**src/rtl/key_pkg.sv**
```systemverilog
// Shared types and constants for the scan-code display buffer.
package key_pkg;

  typedef enum logic [1:0] {
    ST_IDLE  = 2'd0,
    ST_HELD  = 2'd1,
    ST_BREAK = 2'd2
  } kbd_state_t;

  localparam logic [7:0] BREAK_CODE = 8'hF0;
  localparam logic [6:0] SEG_BLANK  = 7'h7F;

endpackage

```
**src/rtl/hex7seg.sv**
```systemverilog
// Hex nibble to active-low 7-segment pattern, bit order {g,f,e,d,c,b,a}.
module hex7seg (
  input  logic [3:0] nibble,
  output logic [6:0] seg_c
);

  always_comb begin
    seg_c = 7'h7F;
    unique case (nibble)
      4'h0: seg_c = 7'h40;
      4'h1: seg_c = 7'h79;
      4'h2: seg_c = 7'h24;
      4'h3: seg_c = 7'h30;
      4'h4: seg_c = 7'h19;
      4'h5: seg_c = 7'h12;
      4'h6: seg_c = 7'h02;
      4'h7: seg_c = 7'h78;
      4'h8: seg_c = 7'h00;
      4'h9: seg_c = 7'h10;
      4'hA: seg_c = 7'h08;
      4'hB: seg_c = 7'h03;
      4'hC: seg_c = 7'h46;
      4'hD: seg_c = 7'h21;
      4'hE: seg_c = 7'h06;
      4'hF: seg_c = 7'h0E;
      default: seg_c = 7'h7F;
    endcase
  end

endmodule

```
**src/rtl/key_display_buf.sv**
```systemverilog
// Keyboard scan-byte history shown as hex digits, with a key-press counter.
// Optional break/repeat filter enabled by macro KEY_DISPLAY_BREAK_FILTER_EN.
module key_display_buf
  import key_pkg::*;
#(
  parameter int unsigned N_BYTES = 3,
  parameter int unsigned CNT_W   = 8
) (
  input  logic                    clk,
  input  logic                    rst,
  input  logic                    in_valid,
  input  logic [7:0]              in_data,
  output logic                    in_ready,
  input  logic                    clear,
  output logic [14*N_BYTES-1:0]   hex,
  output logic [CNT_W-1:0]        count,
  output logic                    pressed
);

  localparam int unsigned N_DIGITS = 2 * N_BYTES;

  logic [N_BYTES-1:0][7:0] data_q;
  logic [N_BYTES-1:0]      written_q;
  logic                    xfer_c;
  logic                    shift_c;

  assign in_ready = !rst && !clear;
  assign xfer_c   = in_valid && in_ready;

`ifdef KEY_DISPLAY_BREAK_FILTER_EN
  kbd_state_t state_q;

  // A transfer shifts only for a fresh make code; break sequences and repeats are swallowed.
  always_comb begin
    shift_c = 1'b0;
    if (xfer_c && state_q != ST_BREAK && in_data != BREAK_CODE)
      shift_c = !(state_q == ST_HELD && in_data == data_q[0]);
  end

  always_ff @(posedge clk) begin
    if (rst || clear) begin
      state_q <= ST_IDLE;
      pressed <= 1'b0;
    end else if (xfer_c) begin
      unique case (state_q)
        ST_BREAK: begin
          state_q <= ST_IDLE;
          pressed <= 1'b0;
        end
        default: begin
          if (in_data == BREAK_CODE) begin
            state_q <= ST_BREAK;
            pressed <= 1'b0;
          end else begin
            state_q <= ST_HELD;
            pressed <= 1'b1;
          end
        end
      endcase
    end
  end
`else
  assign shift_c = xfer_c;
  assign pressed = 1'b0;
`endif

  always_ff @(posedge clk) begin
    if (rst || clear) begin
      data_q    <= '0;
      written_q <= '0;
      count     <= '0;
    end else if (shift_c) begin
      for (int unsigned i = N_BYTES - 1; i > 0; i--) begin
        data_q[i]    <= data_q[i-1];
        written_q[i] <= written_q[i-1];
      end
      data_q[0]    <= in_data;
      written_q[0] <= 1'b1;
      count        <= count + CNT_W'(1);
    end
  end

  // Even digits take the low nibble of a slot, odd digits the high nibble.
  for (genvar k = 0; k < N_DIGITS; k++) begin : g_digit
    logic [3:0] nibble;
    logic [6:0] seg;

    if (k % 2 == 0) begin : g_lo
      assign nibble = data_q[k/2][3:0];
    end else begin : g_hi
      assign nibble = data_q[k/2][7:4];
    end

    hex7seg u_hex7seg (
      .nibble (nibble),
      .seg_c  (seg)
    );

    assign hex[7*k +: 7] = written_q[k/2] ? seg : SEG_BLANK;
  end

endmodule
```
**config.mk**
```make
export PLATFORM = sky130hd
export DESIGN_NAME = key_display_buf
export DESIGN_NICKNAME = d
export VERILOG_FILES = /design/src/rtl/key_pkg.sv /design/src/rtl/hex7seg.sv /design/src/rtl/key_display_buf.sv
export SDC_FILE = /design/constraint.sdc
export NUM_CORES = 1
export LEC_CHECK = 0
export BUFFER_PORTS_ARGS = -buffer_cell sky130_fd_sc_hd__buf_2
export CAP_MARGIN = 5
export CORE_MARGIN = 2
export CORE_UTILIZATION = 33
export DETAILED_ROUTE_END_ITERATION = 16
export PLACE_DENSITY = 0.55
export SLEW_MARGIN = 20
export SYNTH_ARGS = -nofsm -noshare
export SYNTH_HDL_FRONTEND = slang
export SYNTH_SLANG_ARGS = --single-unit
```
**constraint.sdc**
```tcl
create_clock -name clk -period 1.8 [get_ports clk]
set_input_delay 0.18 -clock clk [delete_from_list [all_inputs] [get_ports clk]]
set_output_delay 0.18 -clock clk [all_outputs]
set_load 0.03 [all_outputs]
```
==> metrics.txt, run 1 <==
ant diodes 0; Post-Syn Instances 437; register area share after synthesis about 36%; Reg2Reg Depth 6; max_cap viols 0; WP data required approximately 2.1 ns; RSZ-0062 raised after global routing no; Avg WL per Cell between 10 and 15 µm; Final nets 586; num ports 64; Synth top area share a little over a third; pin count of the biggest net entering global routing 33; dpl ws -0.0804 ns; core area 12,600 µm²; outcome finished clean; Final GP Congestion 0.878; Clock Tree Root clkbuf_16; Synth cell types 36; Synth Cell Area 4280 µm²; H-tree depth 3; Antenna Nets Post-Route 0; first-pass GRT wire length 16,000 µm; Post-CTS Setup Inserts 0; First-pass DRT Iterations 4; Final period util 85.9%; GRT Residual Overflow 0; Worst Max-Slew Pin Slew roughly 0.59 ns; reg-to-reg endpoint g_digit[3].u_hex7seg.seg_c[2]; CP Capture Type flip-flop; CP Class reg -> reg; Final TNS setup 0 ns; fin util a little over two fifths; DR iter-0 viols around 140; Peak VDD IR approximately 0.50 mV; Fillers around 1,300; post-placement cell area 5050 µm²; Avg Inst Size Synth about 9.8 µm²; via density per instance 4.59; Post-CTS Hold Fix Bufs 0; Critical Path Fanout Max 5; worst-path cell chain mux2i_1 -> buf_4 -> nor2_2 -> inv_1 -> ha_1 -> o32ai_1; Clock Latency Late Sink about 0.34 ns; Synth area leaders dfxtp_1, mux2i_1, ha_1; r2r setup slk 0.25 ns; DP HPWL around 7000 µm; initial antenna violation count 0; CP Capture Point g_digit[3].u_hex7seg.seg_c[2]; port bufs 62; Final Cell Area between 5000 and 6000 µm²; PD cells between 700 and 800 nW/µm²; die area 13,900 µm²; Final Routed Wirelength ~9400 µm; CTS buffer count 9; Leak 2.24 nW; placed insts 698; Yosys top cell by area dfxtp_1; Finished Layout Cells 713; Total Routing Usage GR 14.1%; Worst Hold Class in -> reg; Crit path arrival time 1.79 ns; Clock Path Buffers 2; Rel. slew slack 60.8%; row cnt 41; FF+latch count, synth between 70 and 80; TritonCTS sink count 77; Max Freq 646 MHz; Layout area overhead 26.2%; Fin. Hold Viols 0; Die Wd 118 µm; Slowest cell on crit path dfxtp_1; reg2reg start data_q[5]; Clock transition at path regs ~0.060 ns; Period minus WS final 1.55 ns; Initial Util 33.9%; Syn. warnings 0; Die Ht 118 µm; share of cells above drive strength 1 approximately 31%; Max Transition Viols Final 0; # resized after CTS 0; critical path's largest stage delay 0.33 ns; CTS tree built; number of global-route vias before repair 3,336; Worst setup startpoint data_q[5]; Post-route DRC 0; fin worst setup slack 0.253 ns; kind of start point of the critical path flip-flop; via count 3,272; clk_skew 0.00536 ns; Final setup viols 0; syn nets between 400 and 500
routing by layer:
metal	vias to the layer above	GRT usage (%)	share of wire, %	wire [µm]
li1	1679	-	-	-
met1	1500	17.9	47	4430
met2	81	23.3	46	4310
met3	12	2.96	4.8	453
met4	0	5.72	1.7	159
met5	-	0	0	0
stage by stage:
stage	hold WS, ns	power [mW]
2_1_floorplan	0.364	2.07
3_3_place_gp	0.482	2.18
3_5_place_dp	0.482	2.18
4_1_cts	0.140	4.31
5_1_grt	0.180	4.41
6_report	0.142	4.26
sequential cells by signal (all words and copies together) (netlist names):
register                 count
g_digit.u_hex7seg.seg_c     42
data_q                      24
count                        8
written_q                    3
cell usage in the layout, fill, tap and decap left out, types with 3 or more instances in the layout:
cell type	n
dfxtp_1	77
a32oi_1	6
nand2b_4	4
mux2i_4	6
buf_2	62
a21oi_1	24
nor2_2	14
nor2_1	33
mux2_2	6
o32ai_1	6
ha_1	37
a2bb2oi_1	5
bufinv_16	3
inv_1	25
mux2i_1	52
nor2_4	6
o21ai_0	6
nand2_1	23
xnor2_1	3
clkbuf_16	9
buf_12	3
or2_0	6
nand2_2	6
o22ai_1	18
buf_4	41
xor2_1	3
nand2b_1	44
cell families after synthesis:
kind of cell,count (synthesis),share of synthesized area [%]
multiplexers,64,16.9
flip-flops,77,36.0
other,1,0.0876
adder cells (fa/ha/maj),37,10.8
buffers and inverters,42,5.35
AO/OA/AOI/OAI,66,9.97
XOR/XNOR,6,1.23
AND/OR/NAND/NOR,144,19.6
synthesized netlist by cell type, drive strengths merged:
cell type and number:
mux2 6, a2bb2oi 6, a21oi 24, a32oi 6, nor3 1, and3 1, buf 13, o22ai 18
mux2i 58, nor2 53, nand4 2, dfxtp 77, xnor2 3, o21ai 6, conb 1, ha 37
xor2 3, clkbuf 4, o32ai 6, nor4 2, inv 25, or2 7, nand2b 48, nand2 30
critical path, delay by kind of cell (launching register included):
kind,cells,cell delay (ns)
AND/OR/NAND/NOR,1,0.21
adder cells (fa/ha/maj),1,0.28
multiplexers,1,0.07
buffers and inverters,2,0.27
flip-flops,1,0.33
AO/OA/AOI/OAI,1,0.29
final cells by class:
type | count | area, µm² | share of cell area (%)
clock buffers | 11 | 253 | 4.68
inverters | 25 | 93.8 | 1.74
repair buffers | 106 | 678 | 12.6
flip-flops and latches | 77 | 1540 | 28.5
well taps | 172 | 215 | 3.99
multi-input cells | 318 | 2520 | 46.7
clock inverters | 4 | 95.1 | 1.76
worst min-delay path by stage:
stage / from / endpoint / slack (ns) / cells after the start
detailed placement: in_data[5] / data_q[5] / 0.48 / 3
global route: in_data[1] / data_q[1] / 0.18 / 3
CTS: in_data[5] / data_q[5] / 0.14 / 3
global placement: in_data[5] / data_q[5] / 0.48 / 3
floorplan: in_data[1] / data_q[1] / 0.36 / 2
finish: in_data[5] / data_q[5] / 0.14 / 3
where the power goes:
group          switching [mW]  internal (mW)  total, mW
registers              0.0191           1.74       1.76
logic                   0.227          0.163      0.390
clock network           0.691           1.42       2.11
total                   0.937           3.32       4.26
Power figures use the tool's default switching activity.
==> inputs of run 2 (changes only) <==
Settings changed: CORE_UTILIZATION 33 to 42, PLACE_DENSITY 0.55 to 0.66.
==> run 2 against run 1 <==
- cell area fell by 3.2%
- flip-flop and latch count is the same
- global-route usage up 2.9 points
- critical path depth rose by 1
- utilization is 10 points higher
- critical endpoint is now in_ready
- highest routed layer unchanged
==> metrics.txt, run 2 (synthesis gave the netlist of run 1 again) <==
outcome finished clean; family with the most delay on the worst path buffers and inverters; kind of start point of the critical path input pin; via density per instance 4.96 (+8.1%); Final period util 89.6% (+3.6 points); PD cells 660 nW/µm² (-16%); row cnt 36 (-12%); Logic pwr share 11.4% (+2.2 points); Clock Latency Late Sink 0.36 ns (+0.02 ns); worst-path cell chain buf_2 -> or2_2 -> buf_4 -> buf_4 -> inv_1 -> buf_4 -> buf_2; Clock Power Share 37.8% (-12 points); via count 3,367 (+2.9%); # resized after CTS 0 (unchanged); Post-route DRC 0 (unchanged); num ports 64 (unchanged); CP Class in -> out; Hold Path Depth 3 (unchanged); Reg2Reg Depth 5 (-1); share of cells above drive strength 1 31.3% (+0.27 points); placed insts 663 (-5.0%); Final setup viols 0 (unchanged); Worst Max-Slew Pin Slew 0.502 ns (-0.0859 ns); Crit path arrival time 1.43 ns (-0.36 ns); max_cap viols 0 (unchanged); Clock transition at path regs 0.08 ns (+0.02 ns); H-tree depth 3 (unchanged); Final TNS setup 0 ns (unchanged); first-pass GRT wire length 15,100 µm (-5.3%); Psw 0.874 mW (-6.7%); WP data required 1.62 ns (-0.43 ns); initial antenna violation count 0 (unchanged); most frequent CP cell buf_4; Buf/Inv on CP 6 (+4); Clock Tree Root clkbuf_8; Die Wd 105 µm (-11%); pin count of the biggest net entering global routing 25 (-24%); Peak VDD IR 0.409 mV (-18%); Total Routing Usage GR 17.1% (+2.9 points); Final nets 590 (+0.68%); core area 9820 µm² (-22%); CTS tree built; Max Freq 620 MHz (-4.1%); area occupied by multi-input gates 2520 µm² (unchanged); register area 1540 µm² (unchanged); Period minus WS final 1.61 ns (+0.0655 ns); Die Ht 105 µm (-11%); Sequential Power Share 50.9% (+9.6 points); Final GP Congestion 0.852 (-3.0%); ant diodes 0 (unchanged); Slowest cell on crit path or2_2; Leak 2.19 nW (-2.6%); TritonCTS sink count 77 (unchanged); Max Transition Viols Final 0 (unchanged); First-pass DRT Iterations 7 (+3); Final Routed Wirelength 9070 µm (-3.1%); reg-to-reg endpoint g_digit[0].u_hex7seg.seg_c[2]; number of global-route vias before repair 3,231 (-3.1%); critical path's largest stage delay 0.33 ns (about the same); clk_skew 0.00533 ns (-0.0000303 ns); Worst Hold Class in -> reg; switch share 25.3% (+3.3 points); commonest non-fill, non-tap cell in the layout dfxtp_1; Clock Path Buffers 2 (unchanged); Initial Util 43.6% (+9.7 points); port bufs 62 (unchanged); reg2reg start data_q[0]; Post-CTS Setup Inserts 0 (unchanged); Rel. slew slack 65.6% (+4.8 points); CTS buffer count 9 (unchanged); CP Capture Type primary output; Antenna Nets Post-Route 0 (unchanged); Fillers 921 (-27%); r2r setup slk 0.32 ns (+0.07 ns); highest-count cells in the layout ignoring fill and taps dfxtp_1, buf_2, mux2i_1; Layout area overhead 22.1%; Post-CTS Hold Fix Bufs 0 (unchanged); Fin. Hold Viols 0 (unchanged); cell-internal power 2.58 mW (-22%); DP HPWL 6890 µm (-2.0%); GRT Residual Overflow 0 (unchanged); die area 11,000 µm² (-21%); hold path endpoint data_q[1]; RSZ-0062 raised after global routing no; Finished Layout Cells 679 (-4.8%); Critical Path Fanout Max 16 (+11); DR iter-0 viols 123 (-14%); Largest register FFs 42 (unchanged); hold_sp in_data[1]; Avg WL per Cell 13.4 µm (+1.8%)
==> run 2: worst reg2reg max path: cells and delay by family (launching register included) <==
kind            cells  cell delay [ns]
compound gates      1             0.33
fa+ha+maj           1             0.25
buf+inv             1             0.14
flops               1             0.34
mux                 1             0.26
simple gates        1             0.07
==> run 2: how the worst max path moves through the flow <==
stage               startpoint                       endpoint  slack [ns]  depth (start not counted)
floorplan                clear  g_digit[4].u_hex7seg.seg_c[1]       0.005                          9
finish                   clear                       in_ready        0.19                          7
global route             clear                       in_ready        0.13                          7
global placement         clear  g_digit[0].u_hex7seg.seg_c[2]      -0.004                          7
detailed placement       clear  g_digit[2].u_hex7seg.seg_c[3]       -0.06                          8
CTS                      clear                       in_ready        0.19                          7
==> run 2: routing by layer <==
| metal | track usage, % | wire length (µm) | up-vias | part of all wire, % |
|---|---|---|---|---|
| li1 | - | - | 1691 | - |
| met1 | 21.0 | 4130 | 1575 | 46 |
| met2 | 28.1 | 4350 | 73 | 48 |
| met3 | 3.12 | 314 | 28 | 3.5 |
| met4 | 9.52 | 276 | 0 | 3.0 |
| met5 | 0 | 0 | - | 0 |
==> run 2: through the flow <==
stage	hold WS (ns)	total power [mW]	cell area, µm²	util, %	worst slack [ns]
final	0.122	3.45	5230	53.2	0.188
after global routing	0.156	3.58	5230	53.2	0.130
after CTS	0.105	3.50	5230	53.2	0.189
after detailed placement	0.481	2.19	5030	51.3	-0.0570
after global placement	0.475	2.18	5030	51.3	-0.00375
after floorplan	0.364	2.07	4300	-	0.00478
==> run 2: final cells by class <==
type / instances / area share (%)
clock buffer: 12 / 2.78
multi-input combinational: 318 / 48.3
timing repair buffer: 110 / 13.6
tap: 133 / 3.18
sequential: 77 / 29.5
clock inverter: 4 / 0.910
inverter: 25 / 1.80
==> run 2: power groups by stage <==
stage / Sequential, mW / Clock (mW) / Combinational, mW
final: 1.75 / 1.30 / 0.393
after global routing: 1.76 / 1.40 / 0.424
after CTS: 1.76 / 1.35 / 0.393
after detailed placement: 1.80 / 0 / 0.390
after global placement: 1.79 / 0 / 0.385
after floorplan: 1.79 / 0 / 0.284
==> inputs of run 3 (changes only) <==
Settings changed: CORE_UTILIZATION 42 to 57, PLACE_DENSITY 0.66 to 0.82.
Clock period 1.8 ns to 1.6 ns, I/O delays scaled along.
==> run 3 against run 2 <==
- cell area increased by 1.1%
- utilization increased by 20 points
- global-route usage increased by 5.4 points
- flip-flop and latch count unchanged
- sequential share of layout area decreased by 0.30 points
- critical path depth decreased by 2
- largest cell class unchanged
- largest power group unchanged
==> metrics.txt, run 3 (synthesis gave the netlist of run 1 again) <==
Rel. slew slack 66.7% (+1.1 points); PD cells 687 nW/µm² (+4.1%); placed insts 631 (-4.8%); Initial Util 59.0% (+15 points); Final GP Congestion 0.896 (+5.1%); Crit path arrival time 1.76 ns (+0.33 ns); first-pass GRT wire length 15,100 µm (about the same); port bufs 62 (unchanged); RSZ-0062 raised after global routing no; Largest register FFs 42 (unchanged); num ports 64 (unchanged); pin count of the biggest net entering global routing 20 (-20%); Final Routed Wirelength 8790 µm (-3.1%); TritonCTS sink count 77 (unchanged); Post-route DRC 0 (unchanged); Clock Tree Root clkbuf_8; die area 8220 µm² (-25%); via density per instance 5.22 (+5.2%); DP HPWL 6720 µm (-2.5%); met1 global-route usage 26.6% (+5.7 points); H-tree depth 3 (unchanged); Finished Layout Cells 645 (-5.0%); Final TNS setup 0 ns (unchanged); Post-CTS Setup Inserts 0 (unchanged); outcome finished clean; hold_sp in_data[5]; kind of start point of the critical path flip-flop; total power 3.63 mW (+5.3%); Layout area overhead 23.5%; Worst Hold Class in -> reg; Peak VDD IR 0.433 mV (+5.8%); busiest layer in global routing met2; Final setup viols 0 (unchanged); reg2reg start data_q[9]; CP Capture Type flip-flop; row cnt 31 (-14%); Die Wd 90.6 µm (-14%); Clock Path Buffers 2 (unchanged); max_cap viols 0 (unchanged); Final period util 94.6%; highest-count cells in the layout ignoring fill and taps dfxtp_1, buf_2, buf_4; commonest non-fill, non-tap cell in the layout dfxtp_1; DR iter-0 viols 123 (unchanged); initial antenna violation count 0 (unchanged); Die Ht 90.6 µm (-14%); Leak 2.17 nW (-0.83%); fin util 72.8% (+20 points); Fin. Hold Viols 0 (unchanged); Final nets 592 (+0.34%); GRT met3 Usage 4.09% (+0.97 points); via count 3,366 (-0.030%); Clock Latency Late Sink 0.34 ns (-0.02 ns); clk_skew 0.00434 ns (-0.000988 ns); Avg WL per Cell 13.6 µm (+2.0%); CTS tree built; First-pass DRT Iterations 4 (-3); Max Freq approximately 660 MHz; Worst setup startpoint data_q[9]; share of cells above drive strength 1 34.8% (+3.5 points); GRT Residual Overflow 0 (unchanged); Critical Path Fanout Max 6 (-10); ant diodes 0 (unchanged); CTS buffer count 9 (unchanged); Worst Max-Slew Pin Slew 0.485 ns (-0.0165 ns); Total Routing Usage GR 22.5% (+5.4 points); Clock transition at path regs 0.07 ns (about the same); GR Util met2 39.4% (+11 points); Fillers 531 (-42%); WP data required 1.85 ns (+0.23 ns); CP Class reg -> reg; core area 7250 µm² (-26%); number of global-route vias before repair 3,297 (+2.0%); Period minus WS final 1.51 ns; Antenna Nets Post-Route 0 (unchanged); Max Transition Viols Final 0 (unchanged)
## run 3: cell types whose count changed in the layout (fill, tap and decap cells not counted), sizes merged
cell	previous run	this run
buf	110	112
bufinv	1	0
clkbuf	12	11
clkinv	2	3
clkinvlp	1	0
## run 3: power by group
part | total, mW | switching [mW] | internal [mW]
Combinational | 0.461 | 0.265 | 0.196
Clock | 1.19 | 0.656 | 0.539
Sequential | 1.98 | 0.0217 | 1.95
Total | 3.63 | 0.943 | 2.69
## run 3: area by class of cell
cell class	count	area (µm²)	area share [%]
well taps	99	124	2.34
inverters	25	93.8	1.78
clock inverters	3	15.0	0.284
flip-flops and latches	77	1540	29.2
repair buffers	112	723	13.7
clock buffers	11	131	2.49
multi-input cells	318	2650	50.2
## run 3: final timing paths
path	to	cells past startpoint	slack [ns]
hold reg to reg	data_q[21]	2	0.52
hold / removal	data_q[5]	3	0.13
setup / recovery	g_digit[2].u_hex7seg.seg_c[2]	5	0.09
setup reg to reg	g_digit[2].u_hex7seg.seg_c[2]	5	0.09
## run 3: layer usage
metal / routed length (µm) / vias up
li1: - / 1693
met1: 3880 / 1566
met2: 4360 / 94
met3: 387 / 13
met4: 151 / 0
met5: 0 / -
## run 3: per-stage QoR
stage                     hold slack [ns]  setup slack [ns]  area (µm²)
final                               0.128            0.0858        5280
after global routing                0.149           0.00967        5280
after CTS                           0.115            0.0590        5280
after detailed placement            0.480           -0.0779        5140
after global placement              0.472           -0.0596        5140
after floorplan                     0.344           -0.0205        4450
## run 3: repair_timing
item	in CTS	in global routing
endpoints found under the setup margin	0	6
hold buffers	0	0
resized for setup	0	1
## run 3: worst max-delay path, stage by stage, from the launching register on
cell and delay, ns:
dfxtp_1 0.35, mux2i_1 0.12, nor2_2 0.28, inv_1 0.13, ha_1 0.28, o32ai_1 0.27
